<file path="config.mk">
export PLATFORM = sky130hd
export DESIGN_NAME = frame_sync
export DESIGN_NICKNAME = d
export VERILOG_FILES = /design/src/rtl/rx_pkg.sv /design/src/rtl/frame_sync_corr.sv /design/src/rtl/frame_sync.sv
export SDC_FILE = /design/constraint.sdc
export NUM_CORES = 1
export LEC_CHECK = 0
export BUFFER_PORTS_ARGS = -buffer_cell sky130_fd_sc_hd__buf_2
export CAP_MARGIN = 5
export CORE_UTILIZATION = 25
export DETAILED_ROUTE_END_ITERATION = 7
export MAX_ROUTING_LAYER = met4
export SYNTH_ARGS = -nofsm -noshare
export SYNTH_HDL_FRONTEND = slang
export SYNTH_SLANG_ARGS = --single-unit
</file>
<file path="constraint.sdc">
create_clock -name clk -period 2.6 [get_ports clk]
set_input_delay 0.52 -clock clk [delete_from_list [all_inputs] [get_ports clk]]
set_output_delay 0.52 -clock clk [all_outputs]
set_load 0.03 [all_outputs]
</file>
<file path="src/rtl/rx_pkg.sv">
// Shared receive-chain definitions: frame synchronizer state encoding and
// default frame geometry.
package rx_pkg;

    typedef enum logic [1:0] {
        HUNT   = 2'd0,
        VERIFY = 2'd1,
        LOCK   = 2'd2
    } fs_state_e;

    localparam int          DEF_SYNC_LEN      = 16;
    localparam logic [15:0] DEF_SYNC_WORD     = 16'hEB90;
    localparam int          DEF_PAYLOAD_BYTES = 4;

endpackage

</file>
<file path="src/rtl/frame_sync_corr.sv">
// Sync word correlator: combinational compare of the candidate window
// against the sync pattern. Exact match by default; with
// FRAME_SYNC_ERR_TOL_EN defined it accepts up to MAX_ERR differing bits.
module frame_sync_corr
    import rx_pkg::*;
#(
    parameter int                  SYNC_LEN  = DEF_SYNC_LEN,
    parameter logic [SYNC_LEN-1:0] SYNC_WORD = SYNC_LEN'(DEF_SYNC_WORD)
`ifdef FRAME_SYNC_ERR_TOL_EN
    , parameter int                MAX_ERR   = 1
`endif
) (
    input  logic [SYNC_LEN-1:0] sr_i,
    output logic                match_o
);

`ifdef FRAME_SYNC_ERR_TOL_EN
    localparam int EW = $clog2(SYNC_LEN + 1);

    logic [SYNC_LEN-1:0] diff;
    logic [EW-1:0]       nerr;

    assign diff = sr_i ^ SYNC_WORD;

    // Hamming distance between window and sync word
    always_comb begin
        nerr = '0;
        for (int i = 0; i < SYNC_LEN; i++) nerr = nerr + EW'(diff[i]);
    end

    assign match_o = (int'(nerr) <= MAX_ERR);
`else
    assign match_o = (sr_i == SYNC_WORD);
`endif

endmodule

</file>
<file path="src/rtl/frame_sync.sv">
// Bit-level frame synchronizer: hunts for the sync word, confirms it over
// VERIFY_CNT further frames, then emits payload bytes with frame-start
// markers, flywheeling over up to LOSS_CNT-1 consecutive sync misses.
// Optional feature macro: FRAME_SYNC_ERR_TOL_EN (Hamming-tolerant sync).
module frame_sync
    import rx_pkg::*;
#(
    parameter int                  SYNC_LEN      = DEF_SYNC_LEN,
    parameter logic [SYNC_LEN-1:0] SYNC_WORD     = SYNC_LEN'(DEF_SYNC_WORD),
    parameter int                  PAYLOAD_BYTES = DEF_PAYLOAD_BYTES,
    parameter int                  VERIFY_CNT    = 2,
    parameter int                  LOSS_CNT      = 3,
    parameter int                  MAX_ERR       = 1
) (
    input  logic       clk,
    input  logic       reset,
    input  logic       bit_i,
    input  logic       bit_valid_i,
    output logic [7:0] byte_o,
    output logic       byte_valid_o,
    output logic       frame_start_o,
    output logic       locked_o,
    output logic [1:0] state_o
);

    localparam int PAY_BITS = 8 * PAYLOAD_BYTES;
    localparam int F        = SYNC_LEN + PAY_BITS;
    localparam int CW       = $clog2(F);
    localparam int PW       = $clog2(((VERIFY_CNT > LOSS_CNT) ? VERIFY_CNT : LOSS_CNT) + 1);

    if (SYNC_LEN < 8 || SYNC_LEN > 32 || PAYLOAD_BYTES < 1 || PAYLOAD_BYTES > 255 ||
        VERIFY_CNT < 1 || LOSS_CNT < 1 || MAX_ERR < 0) begin : g_bad_cfg
        $error("frame_sync: parameter out of range");
    end

    fs_state_e           state_q, state_d;
    logic [SYNC_LEN-1:0] sr_q, sr_d;
    logic [CW-1:0]       cnt_q, cnt_d;
    logic [PW-1:0]       vcnt_q, vcnt_d;
    logic [PW-1:0]       miss_q, miss_d;
    logic [6:0]          acc_q, acc_d;
    logic [7:0]          byte_q, byte_d;
    logic                bv_q, bv_d;
    logic                fs_q, fs_d;
    logic                sync_ok;
    logic                frame_end;

    // The compare always sees the window including the current bit.
    assign sr_d      = {sr_q[SYNC_LEN-2:0], bit_i};
    assign frame_end = (cnt_q == CW'(F - 1));

    frame_sync_corr #(
        .SYNC_LEN  (SYNC_LEN),
        .SYNC_WORD (SYNC_WORD)
`ifdef FRAME_SYNC_ERR_TOL_EN
        , .MAX_ERR (MAX_ERR)
`endif
    ) u_corr (
        .sr_i    (sr_d),
        .match_o (sync_ok)
    );

    // Next-state: acquisition FSM, frame position, byte assembly, pulses
    always_comb begin
        state_d = state_q;
        cnt_d   = cnt_q;
        vcnt_d  = vcnt_q;
        miss_d  = miss_q;
        acc_d   = acc_q;
        byte_d  = byte_q;
        bv_d    = 1'b0;
        fs_d    = 1'b0;
        if (bit_valid_i) begin
            unique case (state_q)
                HUNT: begin
                    if (sync_ok) begin
                        state_d = VERIFY;
                        cnt_d   = '0;
                        vcnt_d  = '0;
                        miss_d  = '0;
                    end
                end
                VERIFY: begin
                    cnt_d = frame_end ? '0 : cnt_q + 1'b1;
                    if (frame_end) begin
                        if (!sync_ok) begin
                            state_d = HUNT;
                        end else begin
                            if (vcnt_q != '1) vcnt_d = vcnt_q + 1'b1;
                            if (int'(vcnt_q) + 1 >= VERIFY_CNT) begin
                                state_d = LOCK;
                                fs_d    = 1'b1;
                            end
                        end
                    end
                end
                LOCK: begin
                    cnt_d = frame_end ? '0 : cnt_q + 1'b1;
                    if (cnt_q < CW'(PAY_BITS)) begin
                        acc_d = {acc_q[5:0], bit_i};
                        if (cnt_q[2:0] == 3'd7) begin
                            byte_d = {acc_q, bit_i};
                            bv_d   = 1'b1;
                        end
                    end
                    if (frame_end) begin
                        if (sync_ok) begin
                            miss_d = '0;
                            fs_d   = 1'b1;
                        end else begin
                            if (miss_q != '1) miss_d = miss_q + 1'b1;
                            if (int'(miss_q) + 1 >= LOSS_CNT) state_d = HUNT;
                            else                              fs_d    = 1'b1;
                        end
                    end
                end
                default: state_d = HUNT;
            endcase
        end
    end

    // State registers; pulses self-clear every clock
    always_ff @(posedge clk or negedge reset) begin
        if (!reset) begin
            state_q <= HUNT;
            sr_q    <= '0;
            cnt_q   <= '0;
            vcnt_q  <= '0;
            miss_q  <= '0;
            acc_q   <= '0;
            byte_q  <= '0;
            bv_q    <= 1'b0;
            fs_q    <= 1'b0;
        end else begin
            if (bit_valid_i) sr_q <= sr_d;
            state_q <= state_d;
            cnt_q   <= cnt_d;
            vcnt_q  <= vcnt_d;
            miss_q  <= miss_d;
            acc_q   <= acc_d;
            byte_q  <= byte_d;
            bv_q    <= bv_d;
            fs_q    <= fs_d;
        end
    end

    assign byte_o        = byte_q;
    assign byte_valid_o  = bv_q;
    assign frame_start_o = fs_q;
    assign locked_o      = (state_q == LOCK);
    assign state_o       = state_q;

endmodule

</file>
==> flow_summary.ini, run 1 <==
[global_route]
global_route.usage.met3 = 0.0276
first_global_vias = 1407
antenna_found_initial = 0
grt_usage = 0.0992
gr-usage-met1 = 0.134
busiest_layer = met2
grt-ovfl-total = 0
grt_use_met2 = 0.148
grt_pass1_wl_um = 6720
grt_max_degree = 26

[run_status]
status = finished, final reports clean

[timing]
clock_skew_ns = 0.00207
slew_headroom = 0.675
finalHoldViolCount = 0
post-route-min-period_ns = 2.18
timing.final.crit_share = 0.838
fin_setup_tns_ns = 0
slew_viol_final = 0
report.final.setup_viol = 0
hold_ws_ns = 0.167
rsz0062_at_grt = false
tightest_slew_ns = 0.483
max_freq_mhz = 459

[power_and_ir_drop]
power.leakage_nw = 1.09
switching_share = 0.311
p_comb_frac = 0.245
pwr-share-seq = 0.517
ir_drop_v = 0.000294
intPower_mw = 1.28
clockPowerShare = 0.238
power.density_nw_per_um2 = 780
switching_power_mw = 0.579

[finish]
drive_gt1_frac = 0.364
nNetsFinal = 199
diodes = 0
area_growth_pct = 14.5
fill_cells = 813
finish.instance_area_um2 = 2390
fin_util = 0.303

[logic_synthesis]
synth_seq_cells = 44
postSynthCellCount = 164
synth_edf_count = 0
synth_top_area_share = 0.528
synth-seq-area-share = 0.528
synth_area_leaders = dfrtp_1, mux2_2, ha_1
syn-cell-area_um2 = 2080
synth_top_area_cell = dfrtp_1
syn_nets = 177
async_reset_ff_frac = 1.00
synth_cell_types = 37
syn_avg_cell_area_um2 = 12.7
synth.most_common_cell = dfrtp_1
synth_ff_type = dfrtp_1
yosys_warnings = 0
synthTopCellsByCount = dfrtp_1, mux2_2, inv_1, ha_1, nand2_1

[clock_tree]
clk_pin_slew_ns = 0.08
cts_tree = built
clock_latency_ns = 0.29
post_cts_resized = 0
cts_setup_buffers = 0
hold_buffers = 0
cts_sinks = 44
cts_root_buf = clkbuf_8
clk_path_buf_depth = 2
htreeDepth = 2
cts_buffers = 5

[hold_path]
hold_path_class = input pin to async pin

[route]
drtAntennaViolNets = 0
num_vias = 1334
wirelength_um = 3710
wl_per_cell_um = 12.8
drc_errors = 0
first_pass_iters = 4
drt-initial-drc-count = 63
routed_via_density = 4.62

[floorplanning]
coreArea_um2 = 7890
start_util = 0.264
die_x_um = 93.3
dieHeight_um = 93.3
rows = 32
ios = 17
dieArea_um2 = 8710

[setup_path]
crit_path_end_kind = flop
worstSetupPathType = flop to flop
crit_fanout = 6
critPathLaunchType = flop
required_ns = 2.78
cp.arrival_ns = 2.36

[placed_design]
io_buffers = 16
dpl_cell_area_um2 = 2290
place.gp.congestion = 0.801
hpwl_um = 2800

[run]
cap_violations = 0
-- cell type report --
class	count	area [µm²]	area share
Sequential cell	44	1100	0.461
Multi-Input combinational cell	106	923	0.387
Clock buffer	7	86.3	0.0362
Tap cell	102	128	0.0535
Clock inverter	1	7.51	0.00315
Timing Repair Buffer	19	103	0.0430
Inverter	10	37.5	0.0157
-- registers in the layout, indices dropped and copies added, names as in the netlist --
signal,flops
cnt_q,6
sr_q,15
miss_q,2
byte_o,8
vcnt_q,2
byte_valid_o,1
acc_q,7
frame_start_o,1
state_o,2
-- stage by stage --
step,total power [mW],cells,worst slack [ns]
after floorplan,1.30,164,0.197
after global placement,1.43,281,0.241
after detailed placement,1.44,281,0.192
after CTS,1.88,289,0.430
after global routing,1.99,289,0.306
final,1.86,289,0.422
-- cells in the final DEF (no fill, tap or decap), types with 2 or more instances in the layout --
| cell | instances |
|---|---|
| o21ai_1 | 3 |
| or4b_4 | 2 |
| a22o_1 | 6 |
| nor4_1 | 3 |
| dfrtp_1 | 44 |
| nor3_1 | 2 |
| mux2_2 | 31 |
| nor2_1 | 5 |
| buf_2 | 16 |
| nand3_1 | 5 |
| nand2_1 | 7 |
| inv_1 | 10 |
| a21oi_1 | 2 |
| and3_1 | 2 |
| ha_1 | 9 |
| buf_4 | 3 |
| o31ai_1 | 4 |
| clkbuf_8 | 6 |
| nand4b_1 | 2 |
| or2_2 | 3 |
| o21ai_0 | 3 |
-- layer usage --
metal | share of wire | up-vias
li1 | - | 644
met1 | 0.49 | 670
met2 | 0.46 | 16
met3 | 0.034 | 4
met4 | 0.0065 | 0
met5 | 0 | -
-- worst max-delay path: stages, from the launching register on --
cell,delay [ns]
dfrtp_1,0.41
or4b_4,0.57
nor4_2,0.42
o21a_1,0.20
o21ai_1,0.17
mux2_2,0.30
-- power groups by stage --
stage | sequential (mW) | combinational (mW) | clock, mW
after global placement | 0.976 | 0.449 | 0
after CTS | 0.964 | 0.458 | 0.459
after global routing | 0.997 | 0.509 | 0.484
final | 0.963 | 0.456 | 0.443
after detailed placement | 0.978 | 0.457 | 0
after floorplan | 0.956 | 0.348 | 0
-- cells by family after synthesis --
group | after synthesis | synth area share
buffers and inverters | 14 | 0.0288
AO/OA/AOI/OAI | 28 | 0.109
multiplexers | 31 | 0.167
flip-flops | 44 | 0.528
adder cells (fa/ha/maj) | 9 | 0.0540
AND/OR/NAND/NOR | 38 | 0.112
-- path summary, 6_finish.rpt --
| check | endpoint | depth (start not counted) | slack [ns] | from |
|---|---|---|---|---|
| max in group asynchronous | byte_o[1] | 2 | 1.75 | reset |
| min in group clk | byte_o[3] | 1 | 0.50 | byte_o[3] |
| setup reg to reg | cnt_q[0] | 5 | 0.42 | sr_q[0] |
| setup / recovery | cnt_q[0] | 5 | 0.42 | sr_q[0] |
| hold reg to reg | byte_o[3] | 1 | 0.50 | byte_o[3] |
| hold / removal | state_o[0] | 1 | 0.17 | reset |
Power figures use the tool's default switching activity.
==> run 2, diff against run 1 <==
==> constraint.sdc (replaced) <==
create_clock -name clk -period 1.89 [get_ports clk]
set_input_delay 0.378 -clock clk [delete_from_list [all_inputs] [get_ports clk]]
set_output_delay 0.378 -clock clk [all_outputs]
set_load 0.03 [all_outputs]
==> run 2 against run 1 <==
  * Sequential power rose by 35%
  * Largest power group unchanged
  * Worst setup slack got worse by 0.58 ns
  * Maximum frequency rose by 6.3%
  * The flow now finishes with violations (negative setup slack)
==> flow_summary.ini, run 2 (synthesized netlist as in run 1, its figures left out) <==
[run_status]
status = complete, but fails checks
violations = negative setup slack

[setup_path]
cp.buffers_inverters = 0
reg2reg_to = miss_q[1]
crit_fanout = 6
worstSetupPathType = flop to flop
cp_cell_sequence = or4b_4 -> or4_4 -> o31ai_4 -> a31o_2 -> o221ai_2
reg2reg_slack_ns = -0.16
crit_family = simple AND/OR/NAND/NOR gates
cp.arrival_ns = 2.23
slowest_delay_ns = 0.61
cp_slowest_cell = or4_4
critPathLaunch = sr_q[0]
worstRegToRegCells = 5
cp.depth = 5
setup.worst_path.end = miss_q[1]
required_ns = 2.07
critPathLaunchType = flop
rr_startpoint = sr_q[0]
crit_path_end_kind = flop

[clock_tree]
clock_latency_ns = 0.30
cts_sinks = 44
clk_pin_slew_ns = 0.09
htreeDepth = 2
clk_path_buf_depth = 2
hold_buffers = 0
cts_buffers = 5
cts_root_buf = clkbuf_8
cts_tree = built

[timing]
slew_headroom = 0.748
setup_slack_ns = -0.160
tightest_slew_ns = 0.377
report.final.setup_viol = 11
post-route-min-period_ns = 2.05
timing.final.crit_share = 1.08
rsz0062_at_grt = true
clock_skew_ns = 0.00595
finalHoldViolCount = 0
slew_viol_final = 0
max_freq_mhz = 488
hold_ws_ns = 0.0375

[floorplanning]
dieArea_um2 = 8710
die_x_um = 93.3
ios = 17
rows = 32
start_util = 0.264
dieHeight_um = 93.3
coreArea_um2 = 7890

[route]
routed_via_density = 4.66
drc_errors = 0
drt-initial-drc-count = 81
wirelength_um = 3840
wl_per_cell_um = 12.1
num_vias = 1472
drtAntennaViolNets = 0
first_pass_iters = 4

[global_route]
grt-ovfl-total = 0
grt_usage = 0.101
grt_max_degree = 45
first_global_vias = 1458
antenna_found_initial = 0
grt_pass1_wl_um = 6740

[power_and_ir_drop]
intPower_mw = 2.02
p_comb_frac = 0.296
switching_share = 0.299
pwr-share-seq = 0.450
clockPowerShare = 0.254
power.density_nw_per_um2 = 1090
power.leakage_nw = 1.23
ir_drop_v = 0.000396
switching_power_mw = 0.860

[placed_design]
place.gp.congestion = 0.832
io_buffers = 16
hpwl_um = 2890

[finish]
mostFrequentLayoutCells = dfrtp_1, mux2_2, buf_4
fin_util = 0.336
diodes = 0
top_register = sr_q
largest_register_ffs = 15
drive_gt1_frac = 0.491
fill_cells = 768
area_growth_pct = 27.3
final_common_cell = dfrtp_1
nNetsFinal = 226

[run]
cap_violations = 0

[hold_path]
hold_path_class = input pin to async pin
-- run 2: worst register-to-register path, cell delays in order (launching register included) --
cell      delay [ns]
dfrtp_1         0.39
or4b_4          0.53
or4_4           0.61
o31ai_4         0.19
a31o_2          0.14
o221ai_2        0.08
-- run 2: worst min-delay path by stage --
stage / end / cells after the start / slack [ns] / from
6_report: acc_q[5] / 2 / 0.04 / reset
2_1_floorplan: acc_q[0] / 0 / 0.08 / reset
3_3_place_gp: byte_o[1] / 2 / 0.38 / reset
5_1_grt: acc_q[5] / 2 / 0.05 / reset
4_1_cts: byte_o[6] / 2 / 0.05 / reset
3_5_place_dp: byte_o[1] / 2 / 0.37 / reset
-- run 2: stage by stage --
stage,setup TNS [ns],cell area (µm²),power (mW),setup WS [ns],std cells
3_5_place_dp,-2.65,2530,2.17,-0.278,307
2_1_floorplan,-0.754,2110,1.81,-0.186,164
6_report,-0.779,2650,2.88,-0.160,316
4_1_cts,-0.990,2650,2.92,-0.168,316
3_3_place_gp,-2.45,2530,2.14,-0.254,307
5_1_grt,-2.29,2650,3.09,-0.228,316
-- run 2: repair_timing --
action | CTS | global route
pin swaps | 2 | 0
buffers inserted | 1 | 0
gates resized for setup | 1 | 0
setup endpoints to repair | 13 | 13
-- run 2: final cells by class --
cell class | count | area [µm²] | area share
clock inverter | 3 | 46.3 | 0.0175
clock buffer | 5 | 68.8 | 0.0259
sequential | 44 | 1100 | 0.416
multi-input combinational | 106 | 951 | 0.358
inverter | 10 | 37.5 | 0.0142
timing repair buffer | 46 | 318 | 0.120
tap | 102 | 128 | 0.0481
-- run 2: metal layers --
layer,track usage,share of wire,up-vias
li1,-,-,702
met1,0.133,0.48,734
met2,0.148,0.46,28
met3,0.0285,0.044,8
met4,0.0410,0.019,0
met5,-,0,-
-- run 2: power by group through the flow --
stage,clock [mW],combinational [mW],sequential (mW)
after floorplan,0,0.490,1.32
after global placement,0,0.834,1.31
after detailed placement,0,0.849,1.32
after CTS,0.759,0.863,1.30
after global routing,0.803,0.951,1.33
final,0.731,0.852,1.30
